File: src/rtl/prbs_pkg.sv
// prbs_pkg - shared definitions for the PRBS test-data source and the
// receive-side checker built on the same LFSR core.
//   mode_e  : pattern select encodings driven on prbs_gen.mode
//   state_e : sequencer states (IDLE, RUN, DRAIN)
//   TAPS_*  : feedback masks for the standard ITU PRBS polynomials
package prbs_pkg;

    typedef enum logic [1:0] {
        MODE_PRBS = 2'd0,
        MODE_ZERO = 2'd1,
        MODE_ALT  = 2'd2,
        MODE_PAT  = 2'd3
    } mode_e;

    typedef enum logic [1:0] {
        IDLE  = 2'd0,
        RUN   = 2'd1,
        DRAIN = 2'd2
    } state_e;

    // Bit i set means lfsr[i] feeds the XOR; e.g. x^7 + x^6 + 1 -> bits 6 and 5.
    localparam logic [6:0]  TAPS_PRBS7  = 7'h60;
    localparam logic [8:0]  TAPS_PRBS9  = 9'h110;
    localparam logic [14:0] TAPS_PRBS15 = 15'h6000;
    localparam logic [22:0] TAPS_PRBS23 = 23'h420000;

endpackage

File: src/rtl/prbs_gen_lfsr_core.sv
// lfsr_core - Fibonacci LFSR stepper with seed load and zero-seed guard.
// The output bit of a step is state[WIDTH-1]; the register then shifts left
// and the XOR of the tapped bits enters at bit 0.
// Ports:
//   clk, rst  : clock, asynchronous active-high reset (state <= SEED)
//   load      : load load_val (an all-zero load_val loads SEED instead)
//   load_val  : seed value
//   step      : advance one position (load has priority)
//   state     : current LFSR contents, never zero
module lfsr_core
    import prbs_pkg::*;
#(
    parameter int unsigned      WIDTH = 7,
    parameter logic [WIDTH-1:0] TAPS  = TAPS_PRBS7,
    parameter logic [WIDTH-1:0] SEED  = WIDTH'(1)
) (
    input  logic             clk,
    input  logic             rst,
    input  logic             load,
    input  logic [WIDTH-1:0] load_val,
    input  logic             step,
    output logic [WIDTH-1:0] state
);

    logic feedback;

    assign feedback = ^(state & TAPS);

    always_ff @(posedge clk or posedge rst) begin
        if (rst) begin
            state <= SEED;
        end else if (load) begin
            // The all-zero state is a fixed point of the XOR feedback, so it
            // must never be loaded.
            state <= (load_val == '0) ? SEED : load_val;
        end else if (step) begin
            state <= {state[WIDTH-2:0], feedback};
        end
    end

endmodule

File: src/rtl/prbs_gen.sv
// prbs_gen - parametrised serial test-data source for the HDB3 transmit path.
// Emits one bit per accepted beat (data_valid && data_ready): a PRBS, all
// zeros, alternating 1010..., or a fixed pattern sent MSB first.
// Optional build macro: PRBS_ERR_INJ_EN adds err_inject, a one-shot request
// to invert the next produced bit.
// Ports:
//   clk, rst    : clock, asynchronous active-high reset
//   en          : run request
//   mode        : 0 PRBS, 1 zeros, 2 alternating, 3 pattern (latched at start)
//   seed_load   : load seed into the LFSR (IDLE only, wins over en)
//   seed        : seed value (zero maps to SEED)
//   pattern     : fixed pattern for mode 3, emitted MSB first
//   data_ready  : downstream accepts the current bit
//   err_inject  : (PRBS_ERR_INJ_EN only) arm a one-bit inversion
//   data_out    : current bit
//   data_valid  : data_out is valid
//   period_mark : first bit of each PRBS period (mode 0 only)
module prbs_gen
    import prbs_pkg::*;
#(
    parameter int unsigned      WIDTH   = 7,
    parameter logic [WIDTH-1:0] TAPS    = TAPS_PRBS7,
    parameter logic [WIDTH-1:0] SEED    = WIDTH'(1),
    parameter int unsigned      PAT_LEN = 16
) (
    input  logic               clk,
    input  logic               rst,
    input  logic               en,
    input  logic [1:0]         mode,
    input  logic               seed_load,
    input  logic [WIDTH-1:0]   seed,
    input  logic [PAT_LEN-1:0] pattern,
    input  logic               data_ready,
`ifdef PRBS_ERR_INJ_EN
    input  logic               err_inject,
`endif
    output logic               data_out,
    output logic               data_valid,
    output logic               period_mark
);

    localparam int unsigned      IDX_W    = (PAT_LEN > 1) ? $clog2(PAT_LEN) : 1;
    localparam logic [IDX_W-1:0] PAT_LAST = IDX_W'(PAT_LEN - 1);
    // The bit counter runs 0 .. 2^WIDTH-2, one value per bit of a PRBS period.
    localparam logic [WIDTH-1:0] CNT_LAST = {{(WIDTH-1){1'b1}}, 1'b0};

    state_e           state;
    mode_e            mode_q;
    logic [WIDTH-1:0] bit_cnt;
    logic [IDX_W-1:0] pat_idx;   // index of the next pattern bit to emit
    logic             alt_bit;   // next alternating bit to emit

    logic             lfsr_msb;
    logic [WIDTH-2:0] lfsr_low_unused;

    logic             accept;
    logic             start;
    logic             advance;
    logic             to_idle;
    logic             produce;
    logic             flip;
    mode_e            mode_sel;
    logic [IDX_W-1:0] idx_cur;
    logic [IDX_W-1:0] idx_nxt;
    logic [WIDTH-1:0] cnt_nxt;
    logic             alt_cur;
    logic             next_bit;

    assign accept  = data_valid & data_ready;
    // Start fills the empty output register; seed_load defers it one cycle.
    assign start   = (state == IDLE) & en & ~seed_load;
    assign advance = (state == RUN) & accept & en;
    assign to_idle = accept & (((state == RUN) & ~en) | (state == DRAIN));
    assign produce = start | advance;

    // On the start cycle the live mode input and fresh counters apply, since
    // the latched copies only update at that same edge.
    assign mode_sel = start ? mode_e'(mode) : mode_q;
    assign idx_cur  = start ? '0 : pat_idx;
    assign idx_nxt  = (idx_cur == PAT_LAST) ? '0 : idx_cur + 1'b1;
    assign cnt_nxt  = start ? '0 : ((bit_cnt == CNT_LAST) ? '0 : bit_cnt + 1'b1);
    assign alt_cur  = start | alt_bit;

    // The LFSR always sits one step ahead of data_out: its MSB is the next
    // PRBS bit to be produced.
    lfsr_core #(
        .WIDTH (WIDTH),
        .TAPS  (TAPS),
        .SEED  (SEED)
    ) u_lfsr (
        .clk      (clk),
        .rst      (rst),
        .load     ((state == IDLE) & seed_load),
        .load_val (seed),
        .step     (produce & (mode_sel == MODE_PRBS)),
        .state    ({lfsr_msb, lfsr_low_unused})
    );

    always_comb begin
        // NOTE: assigning a default before the case keeps this block purely
        // combinational; a path that leaves next_bit unassigned would infer a latch.
        next_bit = 1'b0;
        case (mode_sel)
            MODE_PRBS: next_bit = lfsr_msb;
            MODE_ZERO: next_bit = 1'b0;
            MODE_ALT:  next_bit = alt_cur;
            MODE_PAT:  next_bit = pattern[PAT_LAST - idx_cur];
            default:   next_bit = 1'b0;
        endcase
    end

`ifdef PRBS_ERR_INJ_EN
    logic err_armed;

    // One-shot: armed by a pulse, consumed by the next produced bit. Pulses
    // while armed are absorbed; returning to IDLE disarms.
    always_ff @(posedge clk or posedge rst) begin
        if (rst) begin
            err_armed <= 1'b0;
        end else if (to_idle) begin
            err_armed <= 1'b0;
        end else if (produce && err_armed) begin
            err_armed <= 1'b0;
        end else if (err_inject) begin
            err_armed <= 1'b1;
        end
    end

    assign flip = err_armed;
`else
    assign flip = 1'b0;
`endif

    // NOTE: every register here uses non-blocking assignment so all state
    // updates from the same edge see the pre-edge values.
    always_ff @(posedge clk or posedge rst) begin
        if (rst) begin
            state       <= IDLE;
            mode_q      <= MODE_PRBS;
            data_out    <= 1'b0;
            data_valid  <= 1'b0;
            period_mark <= 1'b0;
            bit_cnt     <= '0;
            pat_idx     <= '0;
            alt_bit     <= 1'b0;
        end else begin
            case (state)
                IDLE: begin
                    if (start) state <= RUN;
                end
                RUN: begin
                    if (to_idle)  state <= IDLE;
                    else if (!en) state <= DRAIN;
                end
                DRAIN: begin
                    // en is ignored here; the pending beat must drain first.
                    if (accept) state <= IDLE;
                end
                default: state <= IDLE;
            endcase

            if (start) mode_q <= mode_e'(mode);

            if (produce) begin
                data_out    <= next_bit ^ flip;
                data_valid  <= 1'b1;
                period_mark <= (mode_sel == MODE_PRBS) && (cnt_nxt == '0);
                if (mode_sel == MODE_PRBS) bit_cnt <= cnt_nxt;
                pat_idx     <= idx_nxt;
                alt_bit     <= ~alt_cur;
            end else if (to_idle) begin
                data_valid  <= 1'b0;
                period_mark <= 1'b0;
            end
        end
    end

endmodule

File: config.mk
export PLATFORM = sky130hd
export DESIGN_NAME = prbs_gen
export DESIGN_NICKNAME = d
export VERILOG_FILES = /design/src/rtl/prbs_pkg.sv /design/src/rtl/prbs_gen_lfsr_core.sv /design/src/rtl/prbs_gen.sv
export SDC_FILE = /design/constraint.sdc
export NUM_CORES = 1
export LEC_CHECK = 0
export CAP_MARGIN = 20
export CORE_ASPECT_RATIO = 1.4
export CORE_MARGIN = 4
export CORE_UTILIZATION = 25
export DETAILED_ROUTE_END_ITERATION = 7
export GPL_TIMING_DRIVEN = 0
export PLACE_DENSITY = 0.48
export REMOVE_ABC_BUFFERS = 1
export SETUP_SLACK_MARGIN = 0.5
export SLEW_MARGIN = 20
export SYNTH_ARGS = -nofsm -noshare
export SYNTH_HDL_FRONTEND = slang
export SYNTH_SLANG_ARGS = --single-unit
File: constraint.sdc
create_clock -name clk -period 3.3 [get_ports clk]
set_input_delay 0.33 -clock clk [delete_from_list [all_inputs] [get_ports clk]]
set_output_delay 0.33 -clock clk [all_outputs]
set_load 0.1 [all_outputs]
; ---- After elaboration in Yosys (flattened, before gate mapping)
; Cells that the tools add are included.
[totals]
regBits = 26
output_inout_bits = 3
input_bits = 30
[op_classes]
reduce_logical = 10
n_addsub = 3
eq_ne = 10
mux = 19
order_cmp = 1
n_bitwise = 15
[op_table]
columns = operator, count
row1 = $mux W7, 5
row2 = $logic_not A7 Y1, 2
row3 = $mux W2, 5
row4 = $and A1 B1 Y1, 9
row5 = $mux W4, 2
row6 = $add A7 B1 Y7 const B, 1
row7 = $eq A7 B7 Y1 const B, 1
row8 = $reduce_xor A7 Y1, 1
row9 = $eq A2 B2 Y1 const B, 3
row10 = $pmux W2 S3, 1
row11 = $lt A4 B5 Y1 const B, 1
row12 = $add A4 B1 Y4 const B, 1
row13 = $bmux W1 S4, 1
row14 = $eq A2 B1 Y1 const B, 2
row15 = $eq A4 B4 Y1 const B, 1
row16 = $logic_not A2 Y1, 2
row17 = $mux W1, 4
row18 = $ne A2 B2 Y1 const B, 2
row19 = $pmux W1 S4, 1
row20 = $reduce_bool A2 Y1, 2
row21 = $sub A4 B4 Y4 const A, 1
row22 = $ne A3 B3 Y1 const B, 1
row23 = $not A1 Y1, 3
row24 = $or A1 B1 Y1, 3
row25 = 3 further kinds, 3

; ---- Depth between registers and ports, before layout
; Gate-level depths: netlist of run 1.
[logic_depth]
ltp_word = 8
ltp_mapped = 10

; ---- By module
; From an unflattened synthesis of run 1, not the netlist that was laid out.
[hier_totals]
hier_cells = 183
area_unflattened_um2 = 1641.6
[modules_own_cells]
columns = module, n_inst, cells_per_inst, seq_area_each_um2, area_per_inst_um2
row1 = prbs_gen, 1, 149, 475.5, 1286.2
row2 = lfsr_core, 1, 34, 176.4, 355.3

; ---- Worst setup path after synthesis of run 1
; No wires, ideal clock.
[synth_path]
kind = register to register
startpoint = reg data_valid
endpoint = reg bit_cnt[2]
arrival_time_ps = 2044
setup_slack_ps = 1125
t_required_ps = 3169
period_less_slack_ps = 2175
stages_incl_launch_ff = 7
path_buffers = 1
setup_ps = 131
cell_sequence = dfrtp_1 and3_1 o21a_1 nand2_2 buf_4 o21ai_0 o31ai_1
[synth_via]
elab_chain_len = 5
[synth_rtl]
columns = item, line
row1 = start: declaration, prbs_gen.sv:38  ; output logic data_valid,
row2 = start signal: assignment, prbs_gen.sv:141  ; data_valid <= 1'b0;
row3 = start signal: assignment, prbs_gen.sv:166  ; data_valid <= 1'b1;
row4 = start signal: assignment, prbs_gen.sv:172  ; data_valid <= 1'b0;
row5 = $and A1 B1 Y1, prbs_gen.sv:69  ; assign accept = data_valid & data_ready;
row6 = $and A1 B1 Y1 (2 in series), prbs_gen.sv:72  ; assign advance = (state == RUN) & accept & en;
row7 = $or A1 B1 Y1, prbs_gen.sv:74  ; assign produce = start | advance;
row8 = $reduce_and A2 Y1 (no line), n/a
row9 = end signal: assignment, prbs_gen.sv:168  ; if (mode_sel == MODE_PRBS) bit_cnt <= cnt_nxt;
row10 = end: declaration, prbs_gen.sv:49  ; logic [WIDTH-1:0] bit_cnt;
; Every way passes these cells.
; A chain may end at the register's enable or synchronous reset.

; ---- Worst setup path in the final report of run 1
[layout_path]
startpoint = in en
endpoint = reg bit_cnt[3]
[layout_via]
elab_chain_len = 5
[layout_rtl]
columns = item, line
row1 = start: declaration, prbs_gen.sv:28  ; input logic en,
row2 = $and A1 B1 Y1 (2 in series), prbs_gen.sv:71  ; assign start = (state == IDLE) & en & ~seed_load;
row3 = $mux W2, n/a
row4 = $logic_not A2 Y1, prbs_gen.sv:168
row5 = $reduce_and A2 Y1 (no line), n/a
; Several ways; a longest one is shown, not always the timed one.

==> results.env, run 1 <==
SYNTHTOLAYOUTAREAGROWTH_PCT=24.59
R2R_CELLS=5
WORST_PIN_SLEW_NS=0.9673
SYNTH_AREA_PER_CELL_UM2=8.662
SETUP.WORST_PATH.END_CLASS='flop'
STARTPOINT='en'
POWERDENSITY_mW_PER_MM2=594.6
IOPINCOUNT=33
WORST-ENDPOINT-ARRIVAL_NS=2.54
GRT_REMAINING_OVERFLOW=0
NUMBER_OF_WARNING_MESSAGES_IN_THE_YOSYS_LOG=0
MIN_PATH_TYPE='primary input to asynchronous set/reset pin'
FINALNONFILLERCELLS=295
CTSHTREEMAXLEVEL=1
PLACE.PORT_BUFFERS=32
SETUP_TNS_NS=0
NUM_ANTENNA_CELLS=0
PLACE_CONGESTION=0.7660
SYNTHXORXNORAREAFRAC_PCT=3.111
VIASPERCELL=5.136
DRCVIOLATIONCOUNT=0
VIAS=1515
CTS.CLK_SLEW.WORST_PATHS_NS=0.10
ROUTE.ANTENNA.REMAINING_NETS=0
TRITONCTS='built'
FINAL_HOLD_VIOL_COUNT=0
POST_CTS.RESIZED_INSTANCES=0
WORST_SETUP_PATH_START_KIND='primary input'
HPWLAFTERDP_UM=3106
DPL_CELL_AREA_MM2=0.002049
POST-CTS-SETUP-BUFFERS=0
FIN_NETS=255
CTS_INSERTED_BUFFERS=3
YOSYS.AREA_SHARE.SIMPLE_PCT=22.59
CRITICALPATHCATEGORY='primary input to flop'
FILL_CELLS=709
SYNTH-COMPOUND-AREA-SHARE_PCT=20.81
POSTLAYOUTCELLAREA_MM2=0.002105
LAYOUT_COMMONEST_CELL='clkdlybuf4s50_1'
CRIT_REQUIRED_NS=3.47
TIMING.MAX_SLEW.REL_SLACK_PCT=35.31
HIGHEST_CLOCK_FREQUENCY_THE_DESIGN_CAN_MEET_GHz=0.4224
FP.DIEW_UM=77.47
SYNTHADDERAREAFRAC_PCT=2.222
DETAIL_ROUTE.WIRELENGTH_UM=4149
PORTION_OF_THE_CLOCK_CYCLE_CONSUMED_BY_THE_WORST_PATH_IN_THE_FINAL_LAYOUT_PCT=71.74
SYNTH.LIB_CELLS_USED.DISTINCT=50
WORST_R2R_STARTPOINT='state[1]'
GRT_USAGE_PCT=11.03
SEQUENTIAL_SHARE_OF_THE_SYNTHESIZED_AREA_PCT=38.59
WORST_SKEW_PAIR.LATE_LATENCY_NS=0.28
ROUTED_WL_PER_CELL_UM=14.06
GRT_MAX_DEGREE=27
DRIVE_ABOVE_1_SHARE_PCT=7.692
WORST_CLOCK_SKEW_NS=0.005000
TOTAL_LEAKAGE_POWER_uW=0.0008575
REPORT.FINAL.SLEW_VIOL_COUNT=0
GRT_PASS1_VIAS=1604
GRT_PASS1_WL_UM=7396
FP.DIEAREA_MM2=0.008154
POST-PLACE-CELLS=291
CLOCK_SINK_COUNT=26
SYNTH.CELL_AREA_MM2=0.001689
EFFECTIVE_UTILIZATION_AT_FLOORPLAN_PCT=25.71
CTS_HOLD_BUFFERS=0
CLOCK-ROOT-BUFFER='clkbuf_8'
SYNTH_ENABLE_FLOP_CELLS=0
ANTENNA_FOUND_INITIAL=0
DETAIL_ROUTE.FIRST_PASS.ITERATIONS=5
CTS_BUFFER_DEPTH=2
POSTLAYOUTCOREUTIL_PCT=32.04
LAYOUT_COMMON_CELLS='clkdlybuf4s50_1 (32), nand2_1 (29), dfrtp_1 (25), o21ai_0 (19)'
CORE_AREA_MM2=0.006569
PERIOD_NEEDED_NS=2.367
GRT_SETUP_UNREPAIRED='false'
FP.DIEH_UM=105.3
STATUS='completed'
INITIALDRTVIOLATIONCOUNT=86
MAIN_COMBINATIONAL_CELL_FAMILY_BY_AREA_AFTER_SYNTHESIS='simple AND/OR/NAND/NOR gates'
MULTIPLEXER_SHARE_OF_THE_SYNTHESIZED_AREA_PCT=6.889
SYN_INST=195
FINAL-SETUP-VIOL-COUNT=0
SYNTH_ASYNC_SR_FLOP_SHARE_PCT=100.0
SYNTH_SEQ_CELLS=26
YOSYS_MOST_USED_DFF='dfrtp_1'
NUM_ROWS=35
IR_WORST_VDD_uV=187.8
WORSTPATHMAXFANOUT=16
MAXCAPVIOLATIONS=0
registers in the layout, summed over array words and instances (netlist names):
register and flops:
alt_bit 1, data_valid 1, period_mark 1, pat_idx 4, state 2, bit_cnt 7
mode_q 2, u_lfsr.state 7, data_out 1
cells by family after synthesis:
family / after synthesis
flip-flops: 26
AND/OR/NAND/NOR: 75
AO/OA/AOI/OAI: 55
XOR/XNOR: 6
multiplexers: 11
adder cells (fa/ha/maj): 3
buffers and inverters: 19
critical path, cell delays in order:
cell	delay, ns
clkdlybuf4s50_1	0.62
or4b_4	0.59
mux2_4	0.37
nand2_2	0.27
o21ai_0	0.14
a22o_1	0.21
through the flow:
step	hold WS [ns]	total power, µW	setup slack [ns]
after floorplan	0.3693	888.6	1.202
after global placement	0.4891	1048	0.3913
after detailed placement	0.4903	1050	0.5964
after CTS	0.5110	1266	0.8863
after global routing	0.5197	1354	0.7522
final	0.4352	1251	0.9326
final timing paths:
kind / endpoint / slack (ns)
max in group asynchronous: bit_cnt[6] / 2.48
min: mode_q[0] / 0.44
max: bit_cnt[3] / 0.93
min in group clk: mode_q[1] / 0.51
max reg2reg: bit_cnt[3] / 1.04
min reg2reg: mode_q[1] / 0.51
routing by layer:
layer  share of wire (%)  global-route usage (%)
met1                  45                   13.64
met5                   0                       0
met4                 1.7                   4.198
met3                 4.0                   2.051
met2                  49                   18.85
cell type report:
type / count / area (µm²) / share of cell area [%]
clock buffer: 4 / 55.05 / 2.616
inverter: 9 / 33.78 / 1.605
multi-input combinational: 150 / 950.9 / 45.18
sequential: 26 / 651.9 / 30.97
tap: 74 / 92.59 / 4.400
timing repair buffer: 32 / 320.3 / 15.22
cell usage after synthesis, types with 4 or more instances:
cell type | n | area share (%)
mux2i_1 | 9 | 5.3
o21ai_0 | 19 | 5.6
nand3_1 | 6 | 1.8
dfrtp_1 | 25 | 37
nor3_1 | 6 | 1.8
o31ai_1 | 5 | 2.2
nor2_1 | 9 | 2.0
nand2_1 | 29 | 6.4
inv_1 | 9 | 2.0
nand2b_1 | 4 | 1.5
a21oi_1 | 8 | 2.4
a31oi_1 | 4 | 1.5
clkbuf_1 | 6 | 1.3
where the power goes:
| part | switching (µW) | leakage [µW] | internal, µW | total (µW) |
|---|---|---|---|---|
| clock network | 107 | 0.0000288 | 107 | 214 |
| registers | 138 | 0.000324 | 413 | 551 |
| logic | 270 | 0.000505 | 216 | 486 |
| total | 515 | 0.000858 | 736 | 1250 |
Power figures use the tool's default switching activity.
==> run 2: changes to the inputs <==
- clock period: 3.3 -> 2.2 ns (I/O delays scaled with it)
==> results.env, run 2 (same netlist as run 1, synthesis figures left out) <==
EFFECTIVE_UTILIZATION_AT_FLOORPLAN_PCT=25.71
HPWLAFTERDP_UM=3106
DRCVIOLATIONCOUNT=0
CORE_AREA_MM2=0.006569
WORST-ENDPOINT-ARRIVAL_NS=2.19
POWERDENSITY_mW_PER_MM2=868.6
CRIT_REQUIRED_NS=2.37
MAXCAPVIOLATIONS=0
SYNTHTOLAYOUTAREAGROWTH_PCT=40.37
SLOWEST_DELAY_NS=0.58
WORST_SKEW_PAIR.LATE_LATENCY_NS=0.28
ROUTE.ANTENNA.REMAINING_NETS=0
FP.DIEW_UM=77.47
WORSTPATHBUFFERINVERTERCOUNT=0
WORST_CLOCK_SKEW_NS=0.003796
GRT_PASS1_VIAS=1685
CTS_HOLD_BUFFERS=0
CRITPATHSLOWESTCELL='or4b_4'
DRIVE_ABOVE_1_SHARE_PCT=24.79
MIN_PATH_TYPE='primary input to asynchronous set/reset pin'
DETAIL_ROUTE.WIRELENGTH_UM=4413
SETUP.WORST_PATH.END_CLASS='flop'
LAYOUT_COMMON_CELLS='nand2_1 (27), clkdlybuf4s50_1 (27), dfrtp_1 (22), o21ai_0 (11), buf_4 (10)'
DETAIL_ROUTE.FIRST_PASS.ITERATIONS=4
ANTENNA_FOUND_INITIAL=0
WORST_SETUP_PATH_START_KIND='flop'
NUM_ROWS=35
IOPINCOUNT=33
CP_TOP_FAMILY='simple AND/OR/NAND/NOR gates'
WORST_PIN_SLEW_NS=0.7971
PERIOD_NEEDED_NS=2.014
GRT_SETUP_UNREPAIRED='true'
GRT_MAX_DEGREE=27
REPORT.FINAL.SLEW_VIOL_COUNT=0
FINAL-SETUP-VIOL-COUNT=0
FP.DIEH_UM=105.3
PLACE.PORT_BUFFERS=32
CTS_BUFFER_DEPTH=2
FINALNONFILLERCELLS=308
CLOCK_SINK_COUNT=26
POST-PLACE-CELLS=291
NUM_ANTENNA_CELLS=0
WORSTPATHMAXFANOUT=6
VIASPERCELL=5.175
TOTAL_LEAKAGE_POWER_uW=0.0009688
CTSHTREEMAXLEVEL=1
IR_WORST_VDD_uV=286.7
INITIALDRTVIOLATIONCOUNT=76
FP.DIEAREA_MM2=0.008154
CTS.CLK_SLEW.WORST_PATHS_NS=0.10
TOP_REGISTERS='bit_cnt x7, u_lfsr.state x7, pat_idx x4'
POST-ROUTE-WORST-SETUP-SLACK_NS=0.1859
STATUS='completed'
GRT_PASS1_WL_UM=7797
TRITONCTS='built'
ROUTED_WL_PER_CELL_UM=14.33
CTS_INSERTED_BUFFERS=3
CHAIN_OF_CELLS_FORMING_THE_CRITICAL_PATH='or4b_4 -> mux2_4 -> a21oi_4 -> o311ai_1 -> o221a_2'
PLACE_CONGESTION=0.7660
PORTION_OF_THE_CLOCK_CYCLE_CONSUMED_BY_THE_WORST_PATH_IN_THE_FINAL_LAYOUT_PCT=91.55
CRITICALPATHCATEGORY='flop to flop'
FIN_NETS=268
GRT_USAGE_PCT=11.62
GRT_REMAINING_OVERFLOW=0
PRECTSSETUPSLACK_NS=-0.3936
POSTLAYOUTCELLAREA_MM2=0.002371
FILL_CELLS=692
VIAS=1594
TIMING.MAX_SLEW.REL_SLACK_PCT=46.57
HIGHEST_CLOCK_FREQUENCY_THE_DESIGN_CAN_MEET_GHz=0.4965
CLOCK-ROOT-BUFFER='clkbuf_8'
DPL_CELL_AREA_MM2=0.002049
FINAL_HOLD_VIOL_COUNT=0
## run 2: per-layer routing
layer  up-vias  wire [µm]  track usage, %
met2        30       2229           20.52
li1        779          -               -
met5         -          0               0
met3         4        177           2.051
met4         0         68           4.198
met1       781       1937           13.96
## run 2: layout make-up
cell class	instances	area [µm²]	area share [%]
Clock buffer	4	55.05	2.322
Inverter	9	33.78	1.425
Multi-Input combinational cell	150	1092	46.07
Sequential cell	26	655.6	27.65
Tap cell	74	92.59	3.905
Timing Repair Buffer	45	441.7	18.63
## run 2: path summary, 6_finish.rpt
kind	from	to	cells after the start	slack [ns]
min in group clk	seed_load	state[0]	2	0.46
worst min register to register	state[1]	data_valid	1	0.50
worst max register to register	state[0]	data_out	5	0.19
max in group asynchronous	rst	state[0]	2	1.46
worst max-delay path	state[0]	data_out	5	0.19
worst min-delay path	rst	mode_q[0]	2	0.33
## run 2: power breakdown
part           switching [µW]  internal [µW]
logic                     481            416
clock network             162            160
registers                 218            622
## run 2: repair_timing
action,in CTS,in global routing
endpoints found under the setup margin,23,22
buffers inserted,11,2
resized for setup,36,17
pin swaps,9,2
gates cloned,0,0
## run 2: metrics by stage
stage / hold slack [ns] / total power, µW / utilization, % / setup TNS, ns
after floorplan: 0.2593 / 1333 / - / 0
after global placement: 0.4891 / 1571 / 31.03 / -5.321
after detailed placement: 0.4903 / 1575 / 31.20 / -4.414
after CTS: 0.4227 / 2009 / 34.91 / 0
after global routing: 0.4096 / 2217 / 36.10 / 0
final: 0.3251 / 2060 / 36.10 / 0
==> run 3: changes to the inputs <==
- clock period: 2.2 -> 2.6 ns (I/O delays scaled with it)
==> results.env, run 3 (same netlist as run 1, synthesis figures left out) <==
STATUS='completed'
CTSHTREEMAXLEVEL=1
NUM_ANTENNA_CELLS=0
SLOWEST_DELAY_NS=1.14
PORTION_OF_THE_CLOCK_CYCLE_CONSUMED_BY_THE_WORST_PATH_IN_THE_FINAL_LAYOUT_PCT=78.62
TOP_REGISTERS='bit_cnt x7, u_lfsr.state x7, pat_idx x4'
POSTLAYOUTCOREUTIL_PCT=34.04
DPL_CELL_AREA_MM2=0.002049
TRITONCTS='built'
MIN_PATH_TYPE='primary input to asynchronous set/reset pin'
NUM_ROWS=35
LAYOUT_COMMON_CELLS='clkdlybuf4s50_1 (29), nand2_1 (27), dfrtp_1 (23), o21ai_0 (19)'
CP_TOP_FAMILY='buffers and inverters'
SEQ_POWER_SHARE_PCT=42.4
WORST_SKEW_PAIR.LATE_LATENCY_NS=0.27
PLACE.PORT_BUFFERS=32
GRT_REMAINING_OVERFLOW=0
GRT_USAGE_PCT=11.17
P_SW_uW=681.3
PERIOD_NEEDED_NS=2.044
VIASPERCELL=5.118
DETAIL_ROUTE.WIRELENGTH_UM=4268
IOPINCOUNT=33
GRT_SETUP_UNREPAIRED='true'
FINAL_HOLD_VIOL_COUNT=0
CORE_AREA_MM2=0.006569
CRIT_REQUIRED_NS=2.34
TIMING.MAX_SLEW.REL_SLACK_PCT=35.31
CELL_INTERNAL_PWR_uW=964.9
LAYOUT_COMMONEST_CELL='clkdlybuf4s50_1'
CLOCK-ROOT-BUFFER='clkbuf_8'
DRCVIOLATIONCOUNT=0
CTS.CLK_SLEW.WORST_PATHS_NS=0.09
DETAIL_ROUTE.FIRST_PASS.ITERATIONS=4
WORST_PIN_SLEW_NS=0.9673
CTS_HOLD_BUFFERS=0
SETUP.WORST_PATH.END_CLASS='output port'
TOTAL_POWER_uW=1646
SYNTHTOLAYOUTAREAGROWTH_PCT=32.37
CTS_INSERTED_BUFFERS=3
POSTLAYOUTCELLAREA_MM2=0.002236
COMBINATIONALPOWERSHARE_PCT=41.2
WORST_CLOCK_SKEW_NS=0.002673
FINAL-SETUP-VIOL-COUNT=0
WORSTPATHBUFFERINVERTERCOUNT=1
WORST_SETUP_PATH_START_KIND='flop'
REPORT.FINAL.SLEW_VIOL_COUNT=0
DRIVE_ABOVE_1_SHARE_PCT=14.29
POWER.SWITCHING_FRACTION_PCT=41.38
TOTAL_LEAKAGE_POWER_uW=0.0009370
ROUTED_WL_PER_CELL_UM=13.99
MAXCAPVIOLATIONS=0
GRT_PASS1_WL_UM=7514
IR_WORST_VDD_uV=241.0
POWERDENSITY_mW_PER_MM2=736.3
FP.DIEH_UM=105.3
WORSTPATHMAXFANOUT=2
CRITPATHSLOWESTCELL='clkdlybuf4s50_1'
CTS_BUFFER_DEPTH=2
CHAIN_OF_CELLS_FORMING_THE_CRITICAL_PATH='clkdlybuf4s50_1'
FIN_NETS=265
FP.DIEAREA_MM2=0.008154
ROUTE.ANTENNA.REMAINING_NETS=0
PLACE_CONGESTION=0.7660
FP.DIEW_UM=77.47
ANTENNA_FOUND_INITIAL=0
WORST-ENDPOINT-ARRIVAL_NS=1.78
HIGHEST_CLOCK_FREQUENCY_THE_DESIGN_CAN_MEET_GHz=0.4892
HPWLAFTERDP_UM=3106
CRITICALPATHCATEGORY='flop to output port'
INITIALDRTVIOLATIONCOUNT=84
VIAS=1561
GRT_PASS1_VIAS=1626
POWER_FRAC_CLOCK_PCT=16.4
GRT_MAX_DEGREE=27
CLOCK_SINK_COUNT=26
EFFECTIVE_UTILIZATION_AT_FLOORPLAN_PCT=25.71
==> run 3: changes by cell type in the layout (fill, tap and decap cells not counted), moves of 3 or more <==
cell     before  now
o21ai_0      11   19
o31ai_1       0    3
o21ai_2       5    0
o31ai_2       5    2
==> run 3: power by group through the flow <==
stage                     logic (µW)  clock network (µW)  registers [µW]
after floorplan                  374                   0             753
after global placement           620                   0             709
after detailed placement         624                   0             709
after CTS                        648                 280             698
after global routing             765                 290             727
final                            678                 270             698
==> run 3: final timing paths <==
check	startpoint	end	slack [ns]	cells after the start
worst max register to register	state[1]	data_out	0.58	5
max in group asynchronous	rst	state[0]	1.82	2
worst max-delay path	period_mark	period_mark	0.56	1
min in group clk	seed_load	state[0]	0.50	2
worst min-delay path	rst	mode_q[1]	0.36	2
worst min register to register	mode_q[1]	mode_q[1]	0.51	1
==> run 3: cell type report <==
type | instances | area [µm²]
fill | 708 | 4333
multi-input combinational | 150 | 1003
sequential | 26 | 654.4
timing repair buffer | 42 | 396.6
tap | 74 | 92.59
clock buffer | 4 | 55.05
inverter | 9 | 33.78
==> run 3: per-layer routing <==
layer | vias up | wire, µm | global-route usage, %
li1 | 770 | - | -
met1 | 758 | 1863 | 13.74
met2 | 29 | 2156 | 19.22
met3 | 4 | 176 | 2.051
met4 | 0 | 72 | 4.198
met5 | - | 0 | 0
==> run 3: worst register-to-register path, cell delays in order, from the launching register on <==
cell	delay, ns
dfrtp_2	0.43
or4b_4	0.61
mux2_4	0.39
a21oi_4	0.15
o311ai_1	0.11
o221a_2	0.23
==> run 3: timing repair <==
item                                    4_1_cts  5_1_grt
hold endpoints to repair                      0        0
gates cloned                                  0        0
endpoints found under the setup margin       17       11
setup buffers                                 5        5
pin swaps                                     1        2
resized for setup                             7        7
==> run 3: per-stage QoR <==
| step | hold slack, ns | setup slack, ns | cells | TNS (ns) |
|---|---|---|---|---|
| after CTS | 0.4627 | 0.5031 | 300 | 0 |
| final | 0.3630 | 0.5558 | 305 | 0 |
| after detailed placement | 0.4903 | -0.03357 | 291 | -0.08126 |
| after global placement | 0.4891 | -0.2387 | 291 | -0.4511 |
| after global routing | 0.4496 | 0.4685 | 305 | 0 |
| after floorplan | 0.2993 | 0.5018 | 185 | 0 |
